File: src/rtl/uart_rx_8n1.sv
// UART receiver: 2-flop synchronised rx, start-edge aligned mid-bit sampling, 8N1 deframing.
// Define UART_RX_PARITY_EN to expect an even-parity bit before the stop bit (drives perr).
module uart_rx_8n1 #(
  parameter int BAUD_DIV = 104
) (
  input  logic       sys_clk,
  input  logic       rstn,
  input  logic       rx,
  output logic [7:0] data,
  output logic       valid,
  output logic       ferr,
  output logic       perr,
  output logic       busy
);
  localparam int HALF = BAUD_DIV / 2;
  localparam int CW   = $clog2(BAUD_DIV);
  localparam logic [CW-1:0] LD_HALF = CW'(HALF - 1);
  localparam logic [CW-1:0] LD_FULL = CW'(BAUD_DIV - 1);

  typedef enum logic [2:0] {
    IDLE,
    START,
    DATA,
`ifdef UART_RX_PARITY_EN
    PARITY,
`endif
    STOP,
    WAIT_IDLE
  } state_t;

  state_t        state_q, state_d;
  logic          rx_m, rx_s, rx_prev;
  logic [CW-1:0] baud_q;
  logic [2:0]    bit_q;
  logic [7:0]    shift_q;
  logic          tick, fall;
  logic          ld_half, ld_full, shift_en, stop_ok, stop_bad;
`ifdef UART_RX_PARITY_EN
  logic          par_en, par_q, perr_q;
`endif

  assign tick = (baud_q == '0);
  assign fall = rx_prev & ~rx_s;
  assign busy = (state_q != IDLE);

  // History resets high so a line held low through reset still reads as a start edge.
  // NOTE: clocked state uses non-blocking (<=) so every flop samples pre-edge values.
  always_ff @(posedge sys_clk) begin
    if (!rstn) begin
      rx_m    <= 1'b1;
      rx_s    <= 1'b1;
      rx_prev <= 1'b1;
    end else begin
      rx_m    <= rx;
      rx_s    <= rx_m;
      rx_prev <= rx_s;
    end
  end

  // NOTE: every output of this block gets a default first, so no path can infer a latch.
  always_comb begin
    state_d  = state_q;
    ld_half  = 1'b0;
    ld_full  = 1'b0;
    shift_en = 1'b0;
    stop_ok  = 1'b0;
    stop_bad = 1'b0;
`ifdef UART_RX_PARITY_EN
    par_en   = 1'b0;
`endif
    case (state_q)
      IDLE: begin
        if (fall) begin
          state_d = START;
          ld_half = 1'b1;
        end
      end
      START: begin
        if (tick) begin
          if (!rx_s) begin
            state_d = DATA;
            ld_full = 1'b1;
          end else begin
            state_d = IDLE;
          end
        end
      end
      DATA: begin
        if (tick) begin
          shift_en = 1'b1;
          ld_full  = 1'b1;
          if (bit_q == 3'd7) begin
`ifdef UART_RX_PARITY_EN
            state_d = PARITY;
`else
            state_d = STOP;
`endif
          end
        end
      end
`ifdef UART_RX_PARITY_EN
      PARITY: begin
        if (tick) begin
          par_en  = 1'b1;
          ld_full = 1'b1;
          state_d = STOP;
        end
      end
`endif
      STOP: begin
        if (tick) begin
          if (rx_s) begin
            stop_ok = 1'b1;
            state_d = IDLE;
          end else begin
            stop_bad = 1'b1;
            state_d  = WAIT_IDLE;
          end
        end
      end
      WAIT_IDLE: begin
        if (rx_s) state_d = IDLE;
      end
      default: state_d = IDLE;
    endcase
  end

  always_ff @(posedge sys_clk) begin
    if (!rstn) begin
      state_q <= IDLE;
      baud_q  <= '0;
      bit_q   <= '0;
      shift_q <= '0;
      data    <= '0;
      valid   <= 1'b0;
      ferr    <= 1'b0;
    end else begin
      state_q <= state_d;
      if (ld_half)      baud_q <= LD_HALF;
      else if (ld_full) baud_q <= LD_FULL;
      else              baud_q <= baud_q - CW'(1);
      if (ld_half)       bit_q <= '0;
      else if (shift_en) bit_q <= bit_q + 3'd1;
      if (shift_en) shift_q <= {rx_s, shift_q[7:1]};
      if (stop_ok)  data    <= shift_q;
      valid <= stop_ok;
      ferr  <= stop_bad;
    end
  end

`ifdef UART_RX_PARITY_EN
  always_ff @(posedge sys_clk) begin
    if (!rstn) begin
      par_q  <= 1'b0;
      perr_q <= 1'b0;
    end else begin
      if (par_en) par_q <= rx_s;
      perr_q <= stop_ok & (^shift_q ^ par_q);
    end
  end
  assign perr = perr_q;
`else
  assign perr = 1'b0;
`endif

endmodule

File: config.mk
export PLATFORM = sky130hd
export DESIGN_NAME = uart_rx_8n1
export DESIGN_NICKNAME = d
export VERILOG_FILES = /design/src/rtl/uart_rx_8n1.sv
export SDC_FILE = /design/constraint.sdc
export NUM_CORES = 1
export LEC_CHECK = 0
export BUFFER_PORTS_ARGS = -buffer_cell sky130_fd_sc_hd__clkbuf_2
export CAP_MARGIN = 20
export CELL_PAD_IN_SITES_DETAIL_PLACEMENT = 2
export CELL_PAD_IN_SITES_GLOBAL_PLACEMENT = 2
export CORE_MARGIN = 5
export CORE_UTILIZATION = 34
export DETAILED_ROUTE_END_ITERATION = 6
export PLACE_DENSITY_LB_ADDON = 0.1
export SYNTH_ARGS = -nofsm -noshare
export SYNTH_HDL_FRONTEND = slang
export SYNTH_SLANG_ARGS = --single-unit
File: constraint.sdc
create_clock -name sys_clk -period 2.1 [get_ports sys_clk]
set_input_delay 0.315 -clock sys_clk [delete_from_list [all_inputs] [get_ports sys_clk]]
set_output_delay 0.315 -clock sys_clk [all_outputs]
set_load 0.01 [all_outputs]
==> impl_metrics.json <==
{
  "critPathRequiredTime_ns": 2.26,
  "fin_util_pct": 39.7,
  "synth_compound_area_share_pct": 9.48,
  "diodes": 0,
  "syn_avg_cell_area_sq_um": 9.07,
  "drcViolationCount": 0,
  "clkLatencyLatePin_ns": 0.28,
  "timing.hold.ws_ns": 0.208,
  "synthToLayoutAreaGrowth_pct": 15.2,
  "clockBufferDepth": 2,
  "drive_gt1_share_pct": 15.7,
  "cap_violations": 0,
  "floorplan.initialDensity_pct": 34.5,
  "ys_types": 29,
  "synth_top_area_cell": "dfxtp_1",
  "io_buffers": 13,
  "p_leak_uw": 0.000620,
  "syn-cell-area_sq_um": 1360,
  "slew_violations": 0,
  "cts_root_buffer": "clkbuf_8",
  "dp_slack_ns": 0.110,
  "vias_per_cell": 4.93,
  "synth_top_area_share_pct": 50.0,
  "die_w_um": 73.2,
  "rows": 23,
  "path_max_fanout": 8,
  "synth_top_family_by_area": "simple AND/OR/NAND/NOR gates",
  "max_freq_mhz": 520,
  "holdCritPathClass": "in -> reg",
  "fin_crit_sh_pct": 91.5,
  "syn_nets": 156,
  "grt_pass1_wl_mm": 5.48,
  "skew_ns": 0.00565,
  "globalRouteOverflowTotal": 0,
  "grt_pass1_vias": 1147,
  "antenna_found_initial": 0,
  "ctsHoldBuffers": 0,
  "vdd_ir_drop_max_mv": 0.359,
  "yosys_register_bits": 34,
  "postRouteAntennaNets": 0,
  "worst_pin_slew_ns": 0.544,
  "place_congestion": 0.733,
  "clkSinkCount": 34,
  "power.density_nw_per_um2": 873,
  "dp_hpwl_mm": 2.27,
  "muxShareOfSynthArea_pct": 7.36,
  "cts_max_level": 2,
  "yosys.area_share.adder_pct": 2.76,
  "ys_seq_area_share_pct": 50.0,
  "die_y_um": 73.2,
  "io_pins": 15,
  "tns_ns": 0,
  "worstSetupStartpointType": "flop",
  "finalCriticalPeriod_ns": 1.92,
  "final.setup.worst_slack_ns": 0.178,
  "die-area_sq_um": 5360,
  "synthTopCellsByArea": "dfxtp_1 (50%), mux2i_1 (7.4%), nor2_1 (5.0%)",
  "grt_max_degree": 23,
  "end_kind": "flop",
  "netlist_instances": 150,
  "outcome": "complete, no violations",
  "finalPower_uw": 1370,
  "cts_buffers": 5,
  "yosysWarnings": 0,
  "hold_violations": 0,
  "arrival_ns": 2.08,
  "cts.reportedPaths.clkPinSlew_ns": 0.07,
  "drt_iter0_drc": 38,
  "slew_headroom_pct": 63.7,
  "setup_violations": 0,
  "worstSetupPathType": "reg -> reg",
  "synth_xor_area_share_pct": 2.58,
  "grt_use_total_pct": 13.5,
  "synthSimpleGateAreaFrac_pct": 23.1,
  "wl_per_cell_um": 14.6,
  "nets": 171,
  "drt_pre_antenna_iters": 4,
  "cts_tree": "yes",
  "rsz0062_at_grt": "false",
  "dr_total_vias": 1064,
  "core_area_sq_um": 3940,
  "drt_wl_total_mm": 3.16
}
-- registers in the layout, summed over array words and instances, names as in the netlist --
name     count
state_q      3
shift_q      8
baud_q       7
rx_prev      1
bit_q        3
ferr         1
rx_s         1
valid        1
rx_m         1
data         8
-- what timing repair did --
item / in CTS / in global routing
setup endpoints to repair: 0 / 1
gates resized for setup: 0 / 1
setup buffers: 0 / 0
-- final timing paths --
| check | startpoint | to | slack [ns] | cells after the start |
|---|---|---|---|---|
| worst max-delay path | baud_q[0] | data[0] | 0.18 | 7 |
| worst min-delay path | rx | rx_m | 0.21 | 2 |
| worst max register to register | baud_q[0] | data[0] | 0.18 | 7 |
| worst min register to register | rx_m | rx_s | 0.42 | 1 |
-- stage by stage --
step	instance area (sq um)	std cells
after floorplan	1360	150
after global placement	1470	208
after detailed placement	1470	208
after CTS	1560	216
after global routing	1570	216
final	1570	216
-- worst max-delay path: stages (launching register included) --
cell and delay, ns:
dfxtp_1 0.32, inv_1 0.06, ha_1 0.20, or3b_4 0.44, nor4_4 0.27, buf_4 0.23
mux2i_1 0.22, nor2_1 0.06
-- synth_stat cells --
| cell | count |
|---|---|
| dfxtp_1 | 34 |
| nor2_1 | 18 |
| nand2_1 | 15 |
| mux2i_1 | 10 |
| nand3_1 | 10 |
| o21ai_1 | 8 |
| a21oi_1 | 7 |
| clkbuf_1 | 6 |
| nor3_1 | 6 |
| inv_1 | 5 |
| nand2b_1 | 5 |
| ha_1 | 3 |
| or3_1 | 3 |
| nor3b_1 | 2 |
| o31ai_1 | 2 |
| xnor2_1 | 2 |
| xor2_1 | 2 |
| a2bb2oi_1 | 1 |
| a31oi_1 | 1 |
| buf_4 | 1 |
| buf_6 | 1 |
| conb_1 | 1 |
| nor2b_1 | 1 |
| nor4_4 | 1 |
| nor4b_1 | 1 |
| o211a_1 | 1 |
| o21ai_0 | 1 |
| o32ai_1 | 1 |
| or3b_1 | 1 |
-- metal layers --
metal	global-route usage, %	vias up	part of all wire [%]
met5	0	-	0
met3	3.31	6	2.6
met4	6.15	0	1.8
met2	22.0	12	49
li1	-	535	-
met1	16.5	511	46
-- power by group --
group | total, uW | internal (uW) | leakage [uW] | switching, uW
logic | 149 | 60.7 | 0.000296 | 87.9
clock network | 510 | 264 | 0.0000472 | 247
registers | 709 | 674 | 0.000276 | 34.8
total | 1370 | 998 | 0.000620 | 369
-- cell usage in the layout, fill, tap and decap left out --
| master | n |
|---|---|
| nor2_1 | 18 |
| a21oi_1 | 7 |
| o32ai_1 | 1 |
| o21ai_1 | 8 |
| nand2_1 | 15 |
| nand3_1 | 10 |
| xnor2_1 | 2 |
| ha_1 | 3 |
| conb_1 | 1 |
| or3b_4 | 1 |
| o211a_1 | 1 |
| a2bb2oi_1 | 1 |
| xor2_1 | 2 |
| or3_1 | 3 |
| mux2i_1 | 10 |
| buf_4 | 3 |
| o31ai_1 | 2 |
| nor4_4 | 1 |
| o21ai_0 | 1 |
| clkinv_2 | 1 |
| nand2b_1 | 5 |
| nor3_1 | 6 |
| inv_1 | 5 |
| a31oi_1 | 1 |
| nor2b_1 | 1 |
| nor4b_1 | 1 |
| dfxtp_1 | 34 |
| clkinvlp_4 | 1 |
| nor3b_1 | 2 |
| clkbuf_2 | 13 |
| clkbuf_8 | 6 |
-- logic make-up after synthesis --
logic type | count (synthesis)
muxes | 10
adders and majority gates | 3
other | 1
DFF | 34
AOI/OAI and AO/OA | 22
xor gates and xnor gates | 4
and+or+nand+nor | 63
buffers and inverters | 13
-- final cells by class --
cell class,count,area [sq um]
clock buffer,6,82.6
multi-input combinational,103,622
clock inverter,2,12.5
fill,437,2380
sequential,34,681
tap,50,62.6
inverter,5,18.8
timing repair buffer,16,87.6
Power figures use the tool's default switching activity.
